## config.mk

```make
export PLATFORM = sky130hd
export DESIGN_NAME = delay_tap_probe
export DESIGN_NICKNAME = d
export VERILOG_FILES = /design/src/rtl/delay_tap_probe.sv
export SDC_FILE = /design/constraint.sdc
export NUM_CORES = 1
export LEC_CHECK = 0
export ABC_AREA = 1
export CORE_AREA = 2 2 65 67
export DETAILED_ROUTE_END_ITERATION = 8
export DIE_AREA = 0 0 67 69
export DONT_BUFFER_PORTS = 1
export PLACE_DENSITY = 0.7
export SLEW_MARGIN = 10
export SYNTH_ARGS = -nofsm -noshare
export SYNTH_HDL_FRONTEND = slang
export SYNTH_SLANG_ARGS = --single-unit
```

## constraint.sdc

```tcl
create_clock -name clk -period 1.7 [get_ports clk]
set_input_delay 0.085 -clock clk [delete_from_list [all_inputs] [get_ports clk]]
set_output_delay 0.085 -clock clk [all_outputs]
set_load 0.05 [all_outputs]
```

## src/rtl/delay_tap_probe.sv

```systemverilog
// Self-test sequencer for the 8-bit, 3-stage delay-line tap stage: measures marker latency per tap.
// Optional build macro DELAY_TAP_PROBE_AUTORUN_EN: repeat sweeps back-to-back after the first start.
module delay_tap_probe #(
  parameter logic [7:0]  MARKER    = 8'hA5,
  parameter logic [7:0]  BG        = 8'h00,
  parameter int unsigned FLUSH_CYC = 6,
  parameter int unsigned TIMEOUT   = 15
) (
  input  logic        clk,
  input  logic        rst_n,
  input  logic        start,
  input  logic [7:0]  q_in,
  output logic [7:0]  d_out,
  output logic [1:0]  sel_out,
  output logic        busy,
  output logic        done,
  output logic [15:0] lat,
  output logic [3:0]  err
);

  localparam int unsigned FW = $clog2(FLUSH_CYC + 1);
  localparam logic [FW-1:0] FLUSH_LAST = FW'(FLUSH_CYC - 1);
  localparam logic [3:0]    WAIT_LAST  = 4'(TIMEOUT);

  typedef enum logic [1:0] {
    IDLE  = 2'd0,
    FLUSH = 2'd1,
    WAIT  = 2'd2
  } state_t;

  state_t        r_state;
  logic [FW-1:0] r_fcnt;
  logic [3:0]    r_wcnt;
  logic [7:0]    r_d;
  logic [1:0]    r_sel;
  logic          r_busy;
  logic          r_done;
  logic [15:0]   r_lat;
  logic [3:0]    r_err;

  logic w_go;
  logic w_hit;
  logic w_tmo;

  // In autorun, the single-cycle done level acts as the restart request.
`ifdef DELAY_TAP_PROBE_AUTORUN_EN
  assign w_go = start | r_done;
`else
  assign w_go = start;
`endif

  assign w_hit = (q_in == MARKER);
  assign w_tmo = (r_wcnt == WAIT_LAST);

  always_ff @(posedge clk or negedge rst_n) begin
    if (!rst_n) begin
      r_state <= IDLE;
      r_fcnt  <= '0;
      r_wcnt  <= '0;
      r_d     <= BG;
      r_sel   <= '0;
      r_busy  <= 1'b0;
      r_done  <= 1'b0;
      r_lat   <= '0;
      r_err   <= '0;
    end else begin
      case (r_state)
        IDLE: begin
          if (w_go) begin
            r_state <= FLUSH;
            r_busy  <= 1'b1;
            r_done  <= 1'b0;
            r_lat   <= '0;
            r_err   <= '0;
            r_sel   <= '0;
            r_d     <= BG;
            r_fcnt  <= '0;
          end
        end

        FLUSH: begin
          r_fcnt <= r_fcnt + 1'b1;
          if (r_fcnt == FLUSH_LAST) begin
            // Marker already visible after a full flush means the line is stuck.
            if (w_hit) begin
              r_err[r_sel] <= 1'b1;
            end
            r_d     <= MARKER;
            r_wcnt  <= 4'd1;
            r_state <= WAIT;
          end
        end

        WAIT: begin
          if (w_hit) begin
            r_lat[{r_sel, 2'b00} +: 4] <= r_wcnt;
          end else if (w_tmo) begin
            r_err[r_sel] <= 1'b1;
          end else begin
            r_wcnt <= r_wcnt + 4'd1;
          end

          if (w_hit || w_tmo) begin
            r_d <= BG;
            if (r_sel != 2'd3) begin
              r_sel   <= r_sel + 2'd1;
              r_fcnt  <= '0;
              r_state <= FLUSH;
            end else begin
              r_busy  <= 1'b0;
              r_done  <= 1'b1;
              r_sel   <= '0;
              r_state <= IDLE;
            end
          end
        end

        default: r_state <= IDLE;
      endcase
    end
  end

  assign d_out   = r_d;
  assign sel_out = r_sel;
  assign busy    = r_busy;
  assign done    = r_done;
  assign lat     = r_lat;
  assign err     = r_err;

endmodule
```

### Word-level counts from Yosys, hierarchy flattened

Index checks and enable logic that the tools add are counted.
W data, S select, Z words.

| word-level totals | value |
|---|---|
| register bits | 41 |

| operators by class | value |
|---|---|
| add/subtract/negate cells | 4 |
| magnitude comparators | 2 |
| eq/ne operators | 16 |
| shifts and indexed selects | 2 |
| mux-type cells | 41 |
| bitwise logic cells | 1 |
| reduce and logical (&&, ||, !) cells | 14 |

Operators with widths:

| kind | count |
|---|---|
| $mux W16 | 2 |
| $mux W4 | 8 |
| $pmux W16 S2 | 1 |
| $mux W8 | 3 |
| $pmux W8 S3 | 1 |
| $ne A2 B2 Y1 const B | 11 |
| $bwmux W16 | 1 |
| $reduce_and A4 Y1 | 4 |
| $shift A4 B6 Y16 const A | 1 |
| $shiftx A4 B6 Y16 | 1 |
| $mux W2 | 6 |
| $pmux W4 S3 | 1 |
| $mux W3 | 3 |
| $pmux W3 S3 | 1 |
| $reduce_and A3 Y1 | 3 |
| $eq A8 B8 Y1 const B | 1 |
| $mux W1 | 8 |
| $pmux W4 S2 | 1 |
| $neg A4 Y6 | 1 |
| $pmux W2 S3 | 1 |
| $reduce_and A6 Y1 | 1 |
| $add A4 B1 Y4 const B | 1 |
| $eq A4 B4 Y1 const B | 1 |
| $or A4 B4 Y4 | 1 |
| 15 further kinds | 17 |

### Longest topological paths before layout

Gate-level depths: netlist of the first run.

| depth | value |
|---|---|
| depth after elaboration | 8 |
| depth in mapped cells | 9 |
| mapped depth without buffers | 9 |

### Least setup slack after synthesis of the first run

Ideal clock, no wire load.

| path | value |
|---|---|
| kind | register to register |
| from | register r_sel[0] (netlist: sel_out[0]) |
| to | register r_lat[0] (netlist: lat[0]) |
| arrival time | 1.915 ns |
| setup slack | -0.280 ns |
| cell stages (with the launch flop) | 9 |
| cell sequence | dfrtp_1 > clkbuf_1 > inv_1 > ha_1 > inv_1 > nand2_1 > nor3_2 > nand4_1 > nand2_1 |

| between the ends | value |
|---|---|
| word-level cells in the longest chain between the ends | 5 |
| elaborated cells on any way between the ends | 6 |
| classes of those cells | 1 x add/sub; 2 x shift; 3 x mux |

RTL lines:

| what | RTL line | RTL |
|---|---|---|
| from (decl) | 35 | `logic [1:0] r_sel;` |
| from (signal assigned) | 106 | `r_sel <= r_sel + 2'd1;` |
| $neg A4 Y6 (*) | 96 | `r_lat[{r_sel, 2'b00} +: 4] <= r_wcnt;` |
| $shiftx A4 B6 Y16 / $shift A4 B6 Y16 (equally long branches) | 96 |  |
| $bwmux W16 (*) | 96 |  |
| $mux W16 (*) | 95 | `if (w_hit) begin` |
| $pmux W16 S2 (*) | 67 | `case (r_state)` |
| to (signal, indexed assignment) | 96 |  |
| to (decl) | 38 | `logic [15:0] r_lat;` |

Mark *: on every way between the ends. The rest lies on a longest branch, timed or not. The select of a mux whose other input is x is not followed.
A chain may end at the register's enable or synchronous reset.

### Worst setup path after layout of the first run

| path | value |
|---|---|
| from | register r_state[0] |
| to | register r_err[0] (netlist: err[0]) |

| between the ends | value |
|---|---|
| word-level cells in the longest chain between the ends | 3 |
| elaborated cells on any way between the ends | 11 |
| classes of those cells | 7 x eq/ne; 1 x mux; 3 x reduce/logical |

RTL lines:

| what | RTL line | RTL |
|---|---|---|
| from (decl) | 31 | `state_t r_state;` |
| from (signal assigned) | 57 | `r_state <= IDLE;` |
| from (signal assigned) | 70 | `r_state <= FLUSH;` |
| from (signal assigned) | 90 | `r_state <= WAIT;` |
| $eq A2 B1 Y1, or another cell as far along | 67 |  |
| $ne A2 B2 Y1 (no source line) / $reduce_bool A3 Y1 (equally long branches) | - |  |
| $reduce_and A6 Y1 (no source line) | - |  |
| to (signal assigned) | 65 | `r_err <= '0;` |
| to (signal assigned) | 74 | `r_err <= '0;` |
| to (signal, indexed assignment) | 86 | `r_err[r_sel] <= 1'b1;` |
| to (decl) | 39 | `logic [3:0] r_err;` |

Several ways; a longest one is shown, not always the timed one.

==> impl_metrics.env, run 1 <==
export IMPL_finalCritPeriodShare_pct=93.10
export IMPL_grt_pass1_wl_mm=7.631
export IMPL_io_buffers=0
export IMPL_required_ns=1.88
export IMPL_final_common_cell="nand2_1"
export IMPL_ys_seq_elements=34
export IMPL_critical_path_max_fanout=5
export IMPL_track_usage_pct=21.24
export IMPL_fin_skew_ns=0.009629
export IMPL_layout_drive_gt1_share_pct=18.31
export IMPL_cts_buffer_depth=2
export IMPL_rsz0062_at_grt="no"
export IMPL_drcViolationCount=0
export IMPL_tns_ns=0
export IMPL_final_cell_mix="87 x nand2_1, 31 x dfrtp_1, 26 x nor2_1"
export IMPL_end_kind="flip-flop"
export IMPL_vias=1743
export IMPL_htreeDepth=2
export IMPL_finalSetupViolCount=0
export IMPL_grt_overflow=0
export IMPL_maxCapViolations=0
export IMPL_cp_arrival_ns=1.77
export IMPL_drt_wl_total_mm=4.389
export IMPL_vias_per_cell=5.219
export IMPL_yosys_cell_types_count=28
export IMPL_io_pins=43
export IMPL_leakage_nw=1.241
export IMPL_p_per_area_nw_per_um2=1738
export IMPL_dpl_hpwl_mm=3.160
export IMPL_tritoncts="done"
export IMPL_grt_max_degree=35
export IMPL_report_final_slew_viol_count=0
export IMPL_dp_slack_ns=0.09104
export IMPL_clkTransAtPathRegs_ns=0.07
export IMPL_stdcell_area_sq_um=2411
export IMPL_hp_class="primary input to flip-flop"
export IMPL_rows=23
export IMPL_drt_first_iter_violations=92
export IMPL_n_fill_cell=373
export IMPL_hold_viol=0
export IMPL_status="complete, no violations"
export IMPL_synth_enable_flop_cells=0
export IMPL_grt_antenna_before_repair=0
export IMPL_cts_sinks=34
export IMPL_critical_path_class="flip-flop to flip-flop"
export IMPL_antenna_cells=0
export IMPL_cts_root_buffer="clkbuf_8"
export IMPL_total_power_mw=4.191
export IMPL_dieArea_sq_um=4623
export IMPL_synth_area_sq_um=2133
export IMPL_fmax_mhz=631.9
export IMPL_multi_input_area_sq_um=1114
export IMPL_grt_pass1_vias=1687
export IMPL_final_antenna_net_count=0
export IMPL_postSynthCellCount=271
export IMPL_seq_area_frac_synth_pct=39.88
export IMPL_slew_headroom_pct=64.02
export IMPL_die_y_microns=69
export IMPL_ff_latch_area_sq_um=854.6
export IMPL_place_area_sq_um=2226
export IMPL_place_congestion=0.7939
export IMPL_timing_worst_slew_pin_value_ns=0.5442
export IMPL_post_drt_wl_per_cell_microns=13.14
export IMPL_insertion_delay_ns=0.30
export IMPL_synth_ff_type="dfrtp_1"
export IMPL_synth_warnings=0
export IMPL_design_core_area_sq_um=3914
export IMPL_syn_to_final_growth_pct=13.02
export IMPL_final_nets=309
export IMPL_synth_avg_cell_area_sq_um=7.872
export IMPL_cp_start_kind="flip-flop"
export IMPL_dieWidth_microns=67
export IMPL_vdd_ir_drop_max_mv=0.8999
export IMPL_fin_crit_ns=1.583
export IMPL_numCtsBuffers=5
export IMPL_synthArstFlopShare_pct=100.0
export IMPL_dr_pass1_iters=4
export IMPL_start_util_pct=54.51
export IMPL_setup_slack_ns=0.1174
power breakdown:
part | internal [mW] | leakage, nW | total [mW] | switching (mW)
Combinational | 0.684 | 0.715 | 2.06 | 1.37
Clock | 0.588 | 0.0683 | 0.916 | 0.328
Sequential | 0.940 | 0.458 | 1.22 | 0.276
metrics by stage:
stage                     hold WS, ns  utilization (%)  std cells
after floorplan               -0.2106                -        274
after global placement        -0.2096            56.87        322
after detailed placement      -0.2099            56.87        322
after CTS                      0.2235            61.16        332
after global routing           0.2666            61.60        334
final                          0.2331            61.60        334
synth_stat cells, types with 3 or more instances:
| cell type | count | area share (%) |
|---|---|---|
| buf_4 | 9 | 3.2 |
| dfrtp_1 | 34 | 40 |
| ha_1 | 15 | 8.8 |
| inv_1 | 23 | 4.0 |
| nand2_1 | 87 | 15 |
| nand2_2 | 7 | 2.1 |
| nand3_1 | 7 | 1.6 |
| nand3_2 | 6 | 2.8 |
| nand4_1 | 24 | 7.0 |
| nor2_1 | 26 | 4.6 |
| nor2_2 | 3 | 0.88 |
| o21ai_1 | 7 | 1.6 |
| or2_2 | 3 | 0.88 |
cell type report:
class / count / area share (%)
Clock buffer: 5 / 2.854
Clock inverter: 3 / 2.854
Tap cell: 50 / 2.595
Timing Repair Buffer: 15 / 6.331
Sequential cell: 34 / 35.44
Inverter: 24 / 3.736
Multi-Input combinational cell: 203 / 46.19
critical path, stage by stage (launching register included):
cell	delay, ns
dfrtp_1	0.38
buf_4	0.14
ha_1	0.26
nand2_1	0.15
nand3_1	0.12
nor2_4	0.17
nand3_4	0.11
nand2_1	0.07
nand2_1	0.06
cell families after synthesis:
family / Yosys count / synth area share (%)
flip-flops: 34 / 39.88
AND/OR/NAND/NOR: 171 / 39.00
buffers and inverters: 37 / 8.562
other: 1 / 0.1758
AO/OA/AOI/OAI: 11 / 2.756
XOR/XNOR: 2 / 0.8213
adder cells (fa/ha/maj): 15 / 8.798
state kept, by name (all words and copies together), names as in the netlist:
register	count
lat	16
err	4
r_wcnt	4
r_fcnt	3
r_state	2
sel_out	2
busy	1
d_out	1
done	1
path summary, 6_finish.rpt:
path | start | endpoint | slack [ns] | cells past startpoint
min | start | d_out[5]$_DFFE_PN0P_ | 0.23 | 6
max reg2reg | r_state[0]$_DFFE_PN0P_ | err[0]$_DFFE_PN0P_ | 0.12 | 8
max in group asynchronous | rst_n | sel_out[0]$_DFFE_PN0P_ | 1.26 | 2
min in group asynchronous | rst_n | lat[1]$_DFFE_PN0P_ | 0.25 | 2
max | r_state[0]$_DFFE_PN0P_ | err[0]$_DFFE_PN0P_ | 0.12 | 8
min reg2reg | d_out[5]$_DFFE_PN0P_ | d_out[5]$_DFFE_PN0P_ | 0.49 | 2
repair_timing:
item	in CTS	in global routing
setup buffers	0	2
hold buffers	2	0
endpoints found under the hold margin	34	0
endpoints found under the setup margin	0	15
resized for setup	0	1
layer usage:
layer | GRT usage [%] | vias up | routed length (microns)
met2 | 31.57 | 54 | 2024
met4 | 6.576 | 0 | 61
met3 | 7.504 | 9 | 294
li1 | - | 883 | -
met1 | 28.81 | 797 | 2010
met5 | 0 | - | 0
Note: power is estimated with default switching activity, not from simulation.
==> run 2, diff against run 1 <==
Settings changed: CELL_PAD_IN_SITES_DETAIL_PLACEMENT from default to 1, CELL_PAD_IN_SITES_GLOBAL_PLACEMENT from default to 1, CORE_AREA 2 2 65 67 to 2 2 76 78, DIE_AREA 0 0 67 69 to 0 0 78 80, PLACE_DENSITY 0.7 to 0.69.
==> impl_metrics.env, run 2 (synthesis gave the netlist of run 1 again) <==
export IMPL_fmax_mhz=613.9
export IMPL_switchingPower_mw=2.027
export IMPL_cp_slowest_cell="dfrtp_1"
export IMPL_drt_first_iter_violations=40
export IMPL_cp_start_kind="flip-flop"
export IMPL_utilization_pct=44.72
export IMPL_track_usage_pct=17.29
export IMPL_max_stage_delay_ns=0.40
export IMPL_swShare_pct=50.77
export IMPL_end_kind="flip-flop"
export IMPL_cp_startpoint="r_state[1]$_DFFE_PN0P_"
export IMPL_internal_power_mw=1.965
export IMPL_hp_class="primary input to async pin"
export IMPL_critical_path_max_fanout=7
export IMPL_crit_path_cell_trace="buf_4, ha_4, buf_4, nand2_1, nand2_4, nor2_1, nor2_2, buf_4, nand3_1, nand2_1"
export IMPL_grt_max_degree=35
export IMPL_seqPwrFrac_pct=30.2
export IMPL_final_nets=311
export IMPL_dieWidth_microns=78
export IMPL_io_pins=43
export IMPL_p_per_area_nw_per_um2=1651
export IMPL_place_congestion=0.7668
export IMPL_p_clk_share_pct=16.0
export IMPL_cp_arrival_ns=1.81
export IMPL_final_cell_mix="85 x nand2_1, 31 x dfrtp_1, 26 x nor2_1"
export IMPL_tns_ns=0
export IMPL_antenna_cells=0
export IMPL_final_antenna_net_count=0
export IMPL_tritoncts="done"
export IMPL_rows=27
export IMPL_timing_worst_slew_pin_value_ns=0.5442
export IMPL_required_ns=1.89
export IMPL_vias=1733
export IMPL_io_buffers=0
export IMPL_design_core_area_sq_um=5405
export IMPL_worst_path_buf_inv=3
export IMPL_fin_skew_ns=0.009171
export IMPL_dpl_hpwl_mm=3.703
export IMPL_layout_drive_gt1_share_pct=20.98
export IMPL_vdd_ir_drop_max_mv=0.6499
export IMPL_syn_to_final_growth_pct=13.31
export IMPL_finalCritPeriodShare_pct=95.81
export IMPL_maxCapViolations=0
export IMPL_drcViolationCount=0
export IMPL_status="complete, no violations"
export IMPL_grt_pass1_vias=1775
export IMPL_hold_viol=0
export IMPL_final_common_cell="nand2_1"
export IMPL_dp_cells=346
export IMPL_grt_antenna_before_repair=0
export IMPL_timing_rr_start="r_state[1]$_DFFE_PN0P_"
export IMPL_post_drt_wl_per_cell_microns=13.71
export IMPL_cts_sinks=34
export IMPL_cts_root_buffer="clkbuf_8"
export IMPL_finalSetupViolCount=0
export IMPL_grt_pass1_wl_mm=8.438
export IMPL_report_final_slew_viol_count=0
export IMPL_instances_no_fill=358
export IMPL_largest_register_ffs=16
export IMPL_die_y_microns=80
export IMPL_fin_crit_ns=1.629
export IMPL_dieArea_sq_um=6240
export IMPL_numCtsBuffers=5
export IMPL_drt_wl_total_mm=4.907
export IMPL_insertion_delay_ns=0.29
export IMPL_cp_top_family="simple AND/OR/NAND/NOR gates"
export IMPL_power_frac_comb_pct=53.7
export IMPL_critical_path_class="flip-flop to flip-flop"
export IMPL_rsz0062_at_grt="yes"
export IMPL_dr_pass1_iters=2
export IMPL_vias_per_cell=4.841
export IMPL_cp_common_cell="buf_4"
export IMPL_clkTransAtPathRegs_ns=0.08
export IMPL_n_fill_cell=689
export IMPL_htreeDepth=2
export IMPL_grt_overflow=0
export IMPL_slew_headroom_pct=64.02
export IMPL_start_util_pct=39.47
export IMPL_cts_buffer_depth=2
export IMPL_leakage_nw=1.220
## run 2: cell count changes in the layout (fill, tap and decap cells not counted), moves of 2 or more
cell and change:
bufinv_16 -2, inv_1 -2, inv_2 +2, nand2_1 -2
ha_1 -2, buf_4 +4, buf_12 -2
## run 2: worst register-to-register path, stage by stage, from the launching register on
cell	delay, ns
dfrtp_1	0.40
buf_4	0.15
ha_4	0.18
buf_4	0.16
nand2_1	0.11
nand2_4	0.09
nor2_1	0.12
nor2_2	0.07
buf_4	0.13
nand3_1	0.06
nand2_1	0.06
## run 2: what timing repair did
item | CTS | global route
hold buffers | 2 | 0
endpoints found under the setup margin | 0 | 31
hold endpoints to repair | 34 | 0
setup buffers | 0 | 2
gates resized for setup | 0 | 10
## run 2: through the flow
stage	total power, mW	worst slack [ns]	area [sq um]	hold WS, ns
2_1_floorplan	2.795	0.002408	2157	-0.2106
3_3_place_gp	3.188	0.07143	2243	-0.2098
3_5_place_dp	3.228	-0.008581	2243	-0.2101
4_1_cts	3.912	0.002240	2369	0.2546
5_1_grt	4.336	-0.02540	2417	0.2594
6_report	3.992	0.07115	2417	0.2501
## run 2: cell type report
type / count / area [sq um] / area share [%]
Multi-Input combinational cell: 203 / 1145 / 47.36
Sequential cell: 34 / 854.6 / 35.35
Timing Repair Buffer: 17 / 142.6 / 5.901
Inverter: 24 / 90.09 / 3.727
Tap cell: 72 / 90.09 / 3.727
Clock buffer: 6 / 82.58 / 3.416
Clock inverter: 2 / 12.51 / 0.5176
## run 2: power groups by stage
| stage | Combinational [mW] | Clock (mW) | Sequential [mW] |
|---|---|---|---|
| after floorplan | 1.48 | 0 | 1.31 |
| after global placement | 1.97 | 0 | 1.22 |
| after detailed placement | 2.00 | 0 | 1.23 |
| after CTS | 2.04 | 0.661 | 1.21 |
| after global routing | 2.41 | 0.695 | 1.23 |
| final | 2.14 | 0.640 | 1.21 |
## run 2: routing by layer
metal	vias up	GRT usage, %	share of wire (%)
met5	-	0	0
met4	0	6.140	1.4
met3	6	4.186	3.9
met2	23	26.98	45
met1	816	23.40	50
li1	888	-	-
## run 2: worst paths after layout
path,cells after the start,end,slack [ns]
max reg2reg,10,r_wcnt[0]$_DFFE_PN0P_,0.07
min in group clk,5,r_wcnt[0]$_DFFE_PN0P_,0.28
max in group asynchronous,2,d_out[5]$_DFFE_PN0P_,1.24
min reg2reg,2,d_out[5]$_DFFE_PN0P_,0.49
max,10,r_wcnt[0]$_DFFE_PN0P_,0.07
min,2,sel_out[1]$_DFFE_PN0P_,0.25
==> run 3, diff against run 2 <==
Settings changed: BUFFER_PORTS_ARGS from default to -buffer_cell sky130_fd_sc_hd__buf_4, CORE_AREA 2 2 76 78 to 2 2 80 82, DIE_AREA 0 0 78 80 to 0 0 82 84, DONT_BUFFER_PORTS 1 to default, PLACE_DENSITY 0.69 to 0.72.
==> impl_metrics.env, run 3 (synthesis gave the netlist of run 1 again) <==
export IMPL_max_stage_delay_ns=0.42
export IMPL_place_area_sq_um=2509
export IMPL_cts_root_buffer="clkbuf_8"
export IMPL_total_power_mw=4.095
export IMPL_vdd_ir_drop_max_mv=0.8211
export IMPL_dp_slack_ns=0.006478
export IMPL_required_ns=1.92
export IMPL_design_core_area_sq_um=6096
export IMPL_drt_wl_total_mm=5.482
export IMPL_dr_pass1_iters=4
export IMPL_leakage_nw=1.390
export IMPL_final_antenna_net_count=0
export IMPL_ff_latch_area_sq_um=853.3
export IMPL_grt_max_degree=35
export IMPL_grt_pass1_wl_mm=9.349
export IMPL_grt_overflow=0
export IMPL_cp_startpoint="r_state[0]$_DFFE_PN0P_"
export IMPL_vias=1895
export IMPL_multi_input_area_sq_um=1145
export IMPL_fmax_mhz=628.2
export IMPL_critical_path_max_fanout=9
export IMPL_cp_arrival_ns=1.81
export IMPL_whs_ns=0.2911
export IMPL_tns_ns=0
export IMPL_hold_viol=0
export IMPL_htreeDepth=2
export IMPL_reg2regPathDepth=9
export IMPL_dieArea_sq_um=6888
export IMPL_start_util_pct=35.00
export IMPL_syn_to_final_growth_pct=24.05
export IMPL_n_fill_cell=767
export IMPL_post_drt_wl_per_cell_microns=13.91
export IMPL_vias_per_cell=4.810
export IMPL_drt_first_iter_violations=74
export IMPL_dpl_hpwl_mm=4.114
export IMPL_rows=29
export IMPL_antenna_cells=0
export IMPL_fin_skew_ns=0.004529
export IMPL_final_common_cell="nand2_1"
export IMPL_report_final_slew_viol_count=0
export IMPL_grt_pass1_vias=1983
export IMPL_final_nets=343
export IMPL_status="complete, no violations"
export IMPL_die_y_microns=84
export IMPL_io_buffers=38
export IMPL_drcViolationCount=0
export IMPL_cp_start_kind="flip-flop"
export IMPL_finalCritPeriodShare_pct=93.63
export IMPL_tritoncts="done"
export IMPL_fin_crit_ns=1.592
export IMPL_largest_register_ffs=16
export IMPL_setup_slack_ns=0.1083
export IMPL_maxCapViolations=0
export IMPL_clkTransAtPathRegs_ns=0.07
export IMPL_p_per_area_nw_per_um2=1548
export IMPL_crit_path_end="lat[4]$_DFFE_PN0P_"
export IMPL_layout_drive_gt1_share_pct=28.08
export IMPL_final_cell_mix="86 x nand2_1, 47 x buf_4, 32 x dfrtp_1"
export IMPL_timing_rr_end="lat[4]$_DFFE_PN0P_"
export IMPL_finalSetupViolCount=0
export IMPL_io_pins=43
export IMPL_cp_slowest_cell="dfrtp_1"
export IMPL_timing_rr_start="r_state[0]$_DFFE_PN0P_"
export IMPL_critical_path_class="flip-flop to flip-flop"
export IMPL_numCtsBuffers=5
export IMPL_insertion_delay_ns=0.28
export IMPL_ff2ff_setup_slack_ns=0.11
export IMPL_crit_path_cell_trace="inv_1, ha_4, buf_4, nand2_2, inv_2, nand3_2, nor2_1, nand4_1, nand2_1"
export IMPL_track_usage_pct=17.43
export IMPL_hp_class="primary input to async pin"
export IMPL_cts_buffer_depth=2
export IMPL_cts_sinks=34
export IMPL_grt_antenna_before_repair=0
export IMPL_place_congestion=0.8224
export IMPL_end_kind="flip-flop"
export IMPL_stdcell_area_sq_um=2646
export IMPL_dieWidth_microns=82
-- run 3: cell count changes in the layout (fill, tap and decap cells not counted), sizes merged --
cell / delta
clkinvlp: -1
clkbuf: -1
buf: +32
clkinv: +1
-- run 3: critical path: cells and delay by family (launching register included) --
kind / cells / cell delay, ns
AND/OR/NAND/NOR: 5 / 0.52
flip-flops: 1 / 0.42
buffers and inverters: 3 / 0.37
adder cells (fa/ha/maj): 1 / 0.22
-- run 3: layer usage --
metal	wire [microns]	GRT usage (%)	part of all wire [%]	vias to the layer above
met4	75	5.303	1.4	0
li1	-	-	-	951
met1	2525	22.99	46	909
met3	150	3.247	2.7	6
met2	2731	28.53	50	29
met5	0	0	0	-
-- run 3: area by class of cell --
cell class / count / area share [%]
Clock buffer: 5 / 2.600
Inverter: 24 / 3.404
Timing Repair Buffer: 49 / 14.47
Multi-Input combinational cell: 203 / 43.26
Clock inverter: 2 / 0.3783
Tap cell: 77 / 3.641
Sequential cell: 34 / 32.25
-- run 3: metrics by stage --
stage          cells  utilization (%)
2_1_floorplan    274                -
3_3_place_gp     384            41.15
3_5_place_dp     384            41.15
4_1_cts          393            42.86
5_1_grt          394            43.41
6_report         394            43.41
-- run 3: worst min path at each step --
stage,to,slack [ns],cells past startpoint
after floorplan,busy$_DFFE_PN0P_,-0.21,0
after global placement,err[3]$_DFFE_PN0P_,0.07,1
after detailed placement,err[3]$_DFFE_PN0P_,0.07,1
after CTS,err[3]$_DFFE_PN0P_,0.30,2
after global routing,err[3]$_DFFE_PN0P_,0.34,2
final,err[3]$_DFFE_PN0P_,0.29,2
-- run 3: report_power, final --
group	internal, mW	switching (mW)
sequential	0.943	0.111
combinational	0.820	1.66
clock	0.275	0.290
-- run 3: repair_timing --
item | in CTS | in global routing
hold buffers | 1 | 0
buffers inserted | 1 | 1
resized for setup | 2 | 7
endpoints found under the setup margin | 8 | 25
endpoints found under the hold margin | 34 | 0
gates cloned | 0 | 0
